`config.mk`:
```
export PLATFORM = sky130hd
export DESIGN_NAME = alu_seq
export DESIGN_NICKNAME = d
export VERILOG_FILES = /design/src/rtl/alu_seq.sv
export SDC_FILE = /design/constraint.sdc
export NUM_CORES = 1
export LEC_CHECK = 0
export CORE_MARGIN = 2
export CORE_UTILIZATION = 50
export DETAILED_ROUTE_END_ITERATION = 8
export DONT_BUFFER_PORTS = 1
export SETUP_SLACK_MARGIN = 0.5
export SYNTH_ARGS = -nofsm -noshare
export SYNTH_HDL_FRONTEND = slang
export SYNTH_SLANG_ARGS = --single-unit
```
`constraint.sdc`:
```
create_clock -name clk -period 4.6 [get_ports clk]
set_clock_uncertainty 0.2 [all_clocks]
set_input_delay 1.38 -clock clk [delete_from_list [all_inputs] [get_ports clk]]
set_output_delay 1.38 -clock clk [all_outputs]
set_load 0.01 [all_outputs]
```
`src/rtl/alu_seq.sv`:
```
// Registered ALU: single-pass base integer ops, iterative RV32M mul/div.
// Define ALU_MULDIV_EN to compile in the multiply/divide datapath.
module alu_seq #(
    parameter int WIDTH = 32,
    parameter int CNT_W = 6
) (
    input  logic             clk,
    input  logic             reset,
    input  logic             start_i,
    input  logic [4:0]       ALU_Operation_i,
    input  logic [WIDTH-1:0] A_i,
    input  logic [WIDTH-1:0] B_i,
    output logic             busy_o,
    output logic             done_o,
    output logic [WIDTH-1:0] ALU_Result_o,
    output logic             Zero_o
);

    localparam int SH_W = $clog2(WIDTH);

    typedef enum logic [1:0] {
        S_IDLE,
        S_CALC,
        S_FIX,
        S_DONE
    } state_t;

    state_t           state_q, state_d;
    logic [CNT_W-1:0] cnt_q, cnt_d;
    logic [WIDTH-1:0] res_q, res_d;
    logic             zero_q, zero_d;
    logic             busy_q, busy_d;
    logic             done_q, done_d;
    logic [WIDTH-1:0] base_res;
    logic [SH_W-1:0]  shamt;

    assign shamt = B_i[SH_W-1:0];

    always_comb begin
        base_res = '0;
        case (ALU_Operation_i[3:0])
            4'b0000: base_res = A_i + B_i;
            4'b0001: base_res = A_i - B_i;
            4'b0010: base_res = A_i ^ B_i;
            4'b0011: base_res = A_i | B_i;
            4'b0100: base_res = A_i & B_i;
            4'b0101: base_res = A_i << shamt;
            4'b0110: base_res = $signed(A_i) >>> shamt;
            4'b0111: base_res = A_i >> shamt;
            4'b1000: base_res = A_i | B_i;
            4'b1001: base_res = B_i << 12;
            4'b1010: base_res = A_i + B_i;
            4'b1011: base_res = {{(WIDTH-1){1'b0}}, $signed(A_i) < $signed(B_i)};
            4'b1100: base_res = A_i + B_i;
            4'b1101: base_res = A_i + B_i;
            4'b1110: base_res = {{(WIDTH-1){1'b0}}, A_i < B_i};
            default: base_res = '0;
        endcase
    end

`ifdef ALU_MULDIV_EN
    // opd_q: multiplicand or divisor; acc_q: {hi, lo} product or {rem, quot}
    logic [WIDTH-1:0]   opd_q, opd_d;
    logic [2*WIDTH-1:0] acc_q, acc_d;
    logic [2:0]         f3_q, f3_d;
    logic               neg_q, neg_d;
    logic               sa, sb;
    logic [WIDTH-1:0]   mag_a, mag_b;
    logic [WIDTH:0]     add_s, sub_s;
    logic [2*WIDTH-1:0] prod;
    logic [WIDTH-1:0]   dv, fix_res;

    assign sa    = A_i[WIDTH-1];
    assign sb    = B_i[WIDTH-1];
    assign mag_a = sa ? -A_i : A_i;
    assign mag_b = sb ? -B_i : B_i;
    assign add_s = {1'b0, acc_q[2*WIDTH-1:WIDTH]}
                 + (acc_q[0] ? {1'b0, opd_q} : '0);
    assign sub_s = acc_q[2*WIDTH-1:WIDTH-1] - {1'b0, opd_q};
    assign prod  = neg_q ? -acc_q : acc_q;
    assign dv    = f3_q[1] ? acc_q[2*WIDTH-1:WIDTH] : acc_q[WIDTH-1:0];

    always_comb begin
        if (f3_q[2])
            fix_res = neg_q ? -dv : dv;
        else if (f3_q == 3'b000)
            fix_res = prod[WIDTH-1:0];
        else
            fix_res = prod[2*WIDTH-1:WIDTH];
    end
`endif

    always_comb begin
        state_d = state_q;
        cnt_d   = cnt_q;
        res_d   = res_q;
        zero_d  = zero_q;
`ifdef ALU_MULDIV_EN
        opd_d   = opd_q;
        acc_d   = acc_q;
        f3_d    = f3_q;
        neg_d   = neg_q;
`endif
        unique case (state_q)
            S_IDLE: begin
                if (start_i) begin
                    if (!ALU_Operation_i[4]) begin
                        state_d = S_DONE;
                        res_d   = base_res;
                    end else begin
`ifdef ALU_MULDIV_EN
                        state_d = S_CALC;
                        cnt_d   = CNT_W'(WIDTH);
                        f3_d    = ALU_Operation_i[2:0];
                        // quotient keeps its sign only for a non-zero divisor
                        case (ALU_Operation_i[2:0])
                            3'b000: begin
                                opd_d = A_i;
                                acc_d = {{WIDTH{1'b0}}, B_i};
                                neg_d = 1'b0;
                            end
                            3'b001: begin
                                opd_d = mag_a;
                                acc_d = {{WIDTH{1'b0}}, mag_b};
                                neg_d = sa ^ sb;
                            end
                            3'b010: begin
                                opd_d = mag_a;
                                acc_d = {{WIDTH{1'b0}}, B_i};
                                neg_d = sa;
                            end
                            3'b011: begin
                                opd_d = A_i;
                                acc_d = {{WIDTH{1'b0}}, B_i};
                                neg_d = 1'b0;
                            end
                            3'b100: begin
                                opd_d = mag_b;
                                acc_d = {{WIDTH{1'b0}}, mag_a};
                                neg_d = (sa ^ sb) & (|B_i);
                            end
                            3'b110: begin
                                opd_d = mag_b;
                                acc_d = {{WIDTH{1'b0}}, mag_a};
                                neg_d = sa;
                            end
                            default: begin
                                opd_d = B_i;
                                acc_d = {{WIDTH{1'b0}}, A_i};
                                neg_d = 1'b0;
                            end
                        endcase
`else
                        state_d = S_DONE;
                        res_d   = '0;
`endif
                    end
                end
            end
            S_CALC: begin
`ifdef ALU_MULDIV_EN
                if (f3_q[2]) begin
                    if (!sub_s[WIDTH])
                        acc_d = {sub_s[WIDTH-1:0], acc_q[WIDTH-2:0], 1'b1};
                    else
                        acc_d = {acc_q[2*WIDTH-2:WIDTH-1], acc_q[WIDTH-2:0], 1'b0};
                end else begin
                    acc_d = {add_s, acc_q[WIDTH-1:1]};
                end
                if (cnt_q == CNT_W'(1)) begin
                    state_d = S_FIX;
                    cnt_d   = '0;
                end else begin
                    cnt_d = cnt_q - CNT_W'(1);
                end
`else
                state_d = S_IDLE;
`endif
            end
            S_FIX: begin
`ifdef ALU_MULDIV_EN
                state_d = S_DONE;
                res_d   = fix_res;
`else
                state_d = S_IDLE;
`endif
            end
            S_DONE: state_d = S_IDLE;
        endcase
        if (state_d == S_DONE)
            zero_d = (res_d == '0);
        busy_d = (state_d == S_CALC) || (state_d == S_FIX);
        done_d = (state_d == S_DONE);
    end

    always_ff @(posedge clk or negedge reset) begin
        if (!reset) begin
            state_q <= S_IDLE;
            cnt_q   <= '0;
            res_q   <= '0;
            zero_q  <= 1'b1;
            busy_q  <= 1'b0;
            done_q  <= 1'b0;
`ifdef ALU_MULDIV_EN
            opd_q   <= '0;
            acc_q   <= '0;
            f3_q    <= '0;
            neg_q   <= 1'b0;
`endif
        end else begin
            state_q <= state_d;
            cnt_q   <= cnt_d;
            res_q   <= res_d;
            zero_q  <= zero_d;
            busy_q  <= busy_d;
            done_q  <= done_d;
`ifdef ALU_MULDIV_EN
            opd_q   <= opd_d;
            acc_q   <= acc_d;
            f3_q    <= f3_d;
            neg_q   <= neg_d;
`endif
        end
    end

    assign busy_o       = busy_q;
    assign done_o       = done_q;
    assign ALU_Result_o = res_q;
    assign Zero_o       = zero_q;

endmodule

```
==> flow_summary.json <==
{
  "core_mm2": 0.0220,
  "ys_ff_latch": 37,
  "synth_area_mm2": 0.0112,
  "min_period_ps": 4530,
  "reg2reg_from": "state_q[1]$_DFF_PN0_",
  "slew_viol_final": 0,
  "first_iter_violations": 2378,
  "setup_viol": 0,
  "yosys-top-cells-count": "nand2_1, a21oi_1, nor2_1",
  "wl_mm": 61.6,
  "outcome": "completed",
  "synth_flop_cell": "dfrtp_1",
  "period_share": 0.985,
  "overflow": 0,
  "synth_compound_area_frac": 0.333,
  "wl_per_cell_um": 30.8,
  "grt_setup_unrepaired": "yes",
  "dr.pass1.iters": 8,
  "drv_cap": 0,
  "synthAdderAreaFrac": 0.113,
  "ys_top_cells_by_area": "ha_1, mux4_2, dfrtp_1, a21oi_1, nand2_1",
  "rr_worst_depth": 14,
  "grt_pass1_wl_mm": 90.0,
  "leakage_nw": 6.23,
  "ioPinCount": 107,
  "startpoint_type": "primary input",
  "worst-path-buf-inv": 2,
  "synth-simple-area-share": 0.198,
  "syn_inst": 1502,
  "path_cells": "inv_1, ha_1, a21o_1, and4_2, o2111ai_4, a2111oi_4, buf_4, o2111ai_2, a21boi_2, o311a_1, o21ai_0, a31oi_1, o2111ai_1, o32ai_2",
  "die_x_um": 154,
  "dieArea_mm2": 0.0237,
  "drive_above_1_share": 0.311,
  "ff2ff_setup_slack_ps": 790,
  "endpoint_kind": "flip-flop",
  "crit_fanout": 10,
  "row_count": 54,
  "port_buffers": 0,
  "yosysMostFrequentCell": "nand2_1",
  "fmax_ghz": 0.221,
  "maxSlewHeadroom": 0.197,
  "ctsRootBufferMaster": "clkbuf_16",
  "antenna_found_initial": 0,
  "ir_drop_v": 0.000114,
  "num_vias": 14800,
  "cp_top_family": "compound AO/OA/AOI/OAI gates",
  "hold_violations": 0,
  "crit_arrival_ps": 4540,
  "synth_edf_count": 0,
  "finalWeightedCongestion": 1.10,
  "postCtsHoldBufs": 0,
  "crit_required_ps": 4610,
  "cts.clk_slew.worst_paths_ps": 60,
  "grt_max_degree": 86,
  "critical_path_class": "primary input to flip-flop",
  "power_density_mw_per_mm2": 180,
  "synth_top_family_by_area": "compound AO/OA/AOI/OAI gates",
  "min_to": "Zero_o$_DFFE_PN1P_",
  "cts_buffer_depth": 2,
  "syn-num-nets": 1674,
  "synth-xor-area-share": 0.0133,
  "avgSynthCellArea_um2": 7.48,
  "hold_path_depth": 2,
  "cts_made_buffers": 5,
  "yosys.area.top_type": "ha_1",
  "timing.rr.end": "Zero_o$_DFFE_PN1P_",
  "postRouteAntennaNets": 0,
  "hold_ws_ps": 332,
  "vias_per_cell": 7.43,
  "cts_tree": "built",
  "grt_usage": 0.503,
  "ys_types": 90,
  "min-delay-start": "Zero_o$_DFFE_PN1P_",
  "layout.nets": 1886,
  "async_flop_share": 1.00,
  "cts.htree.levels": 2,
  "tightest_slew_ps": 1190,
  "grt_pass1_vias": 14200,
  "clock_latency_ps": 310,
  "cp_slowest_cell": "a2111oi_4",
  "drc": 0,
  "synth_seq_area_share": 0.0825,
  "area_delta_synth_final_pct": 27.8,
  "final_core_util": 0.654,
  "crit_path_max_incr_delay_ps": 380,
  "hp-class": "flip-flop to flip-flop",
  "synthMuxAreaShare": 0.176,
  "clock-sinks": 37,
  "initial_core_util": 0.512,
  "yosysTopAreaCellShare": 0.109,
  "dpl.hpwl_mm": 48.3,
  "die_y_um": 154,
  "synth-warning-count": 0
}
==> through the flow <==
| step | worst slack, ps | power [mW] | setup TNS, ps | instance area, µm² | cells |
|---|---|---|---|---|---|
| after floorplan | -358 | 1.42 | -358 | 11600 | 1502 |
| after global placement | -375 | 2.01 | -375 | 13600 | 1972 |
| after detailed placement | -489 | 2.02 | -489 | 13600 | 1972 |
| after CTS | 36.7 | 2.43 | 0 | 14000 | 1989 |
| after global routing | -5.15 | 2.67 | -5.15 | 14400 | 1995 |
| final | 67.1 | 2.58 | 0 | 14400 | 1996 |
==> worst max-delay path by stage <==
stage,from,end,slack [ps],cells past startpoint
after CTS,A_i[0],Zero_o$_DFFE_PN1P_,40,16
after global placement,start_i,Zero_o$_DFFE_PN1P_,-380,11
after floorplan,B_i[1],Zero_o$_DFFE_PN1P_,-360,18
after detailed placement,A_i[0],Zero_o$_DFFE_PN1P_,-490,16
after global routing,A_i[1],Zero_o$_DFFE_PN1P_,-5,14
final,A_i[1],Zero_o$_DFFE_PN1P_,70,14
==> power by group <==
part,leakage [nW],switching [mW],internal [mW]
Clock,0.0702,0.167,0.202
Sequential,0.482,0.0670,0.373
Combinational,5.68,0.979,0.797
Total,6.23,1.21,1.37
==> kinds of logic (layout without fill, tap and decap cells) <==
family                     after synthesis  after routing
adders and majority gates              100            100
DFF                                     37             37
buffers and inverters                  232            445
xor gates and xnor gates                17             17
muxes                                  126            126
AOI/OAI and AO/OA                      535            535
other                                    0              1
and+or+nand+nor                        455            455
==> worst register-to-register path, cell delays in order, from the launching register on <==
cell and delay (ps):
dfrtp_1 370, or3b_4 450, buf_4 180, nand2_1 130, o221ai_1 210, buf_4 210, a2111o_1 350, o31ai_2 110
buf_4 200, a32oi_1 140, a211oi_2 310, nand4bb_4 220, nor4_4 260, nand4_1 140, o32ai_2 230
==> flip-flops by register name (all words and copies together), names as in the netlist <==
signal and flops:
Zero_o 1, done_o 1, state_q 2, ALU_Result_o 32
busy_o 1
==> cell usage in the layout (no fill, tap or decap), drive strengths merged, types with 11 or more instances in the layout <==
master    n
xnor2    13
o31ai    18
o21ai    75
a21o     21
ha       98
mux2i    44
nor2b    21
nor3     49
nor4     19
inv     109
nand4    15
nand3    25
a221oi   18
mux4     54
a21oi   115
o221ai   15
a211oi   24
a31oi    23
a32oi    14
nor2    114
nand2   130
buf     327
o211ai   25
nand2b   15
dfrtp    36
mux2     28
a211o    11
a22oi    24
o22ai    25
==> layer usage <==
layer | up-vias | GRT usage | wire length, µm
met5 | - | 0 | 0
met4 | 0 | 0.272 | 4650
met3 | 313 | 0.175 | 9690
met2 | 1302 | 0.748 | 25400
met1 | 7040 | 0.641 | 21900
li1 | 6182 | - | -
==> final cells by class <==
type / count / area (µm²)
well taps: 280 / 350
diodes: 1 / 2.50
clock inverters: 3 / 21.3
fillers: 1903 / 7600
clock buffers: 5 / 125
repair buffers: 327 / 2470
flip-flops and latches: 37 / 927
multi-input cells: 1233 / 10000
inverters: 110 / 442
==> what timing repair did <==
action,in CTS,in global routing
endpoints found under the setup margin,5,10
setup buffers,9,6
pin swaps,24,30
resized for setup,36,53
Note: power is estimated with default switching activity, not from simulation.
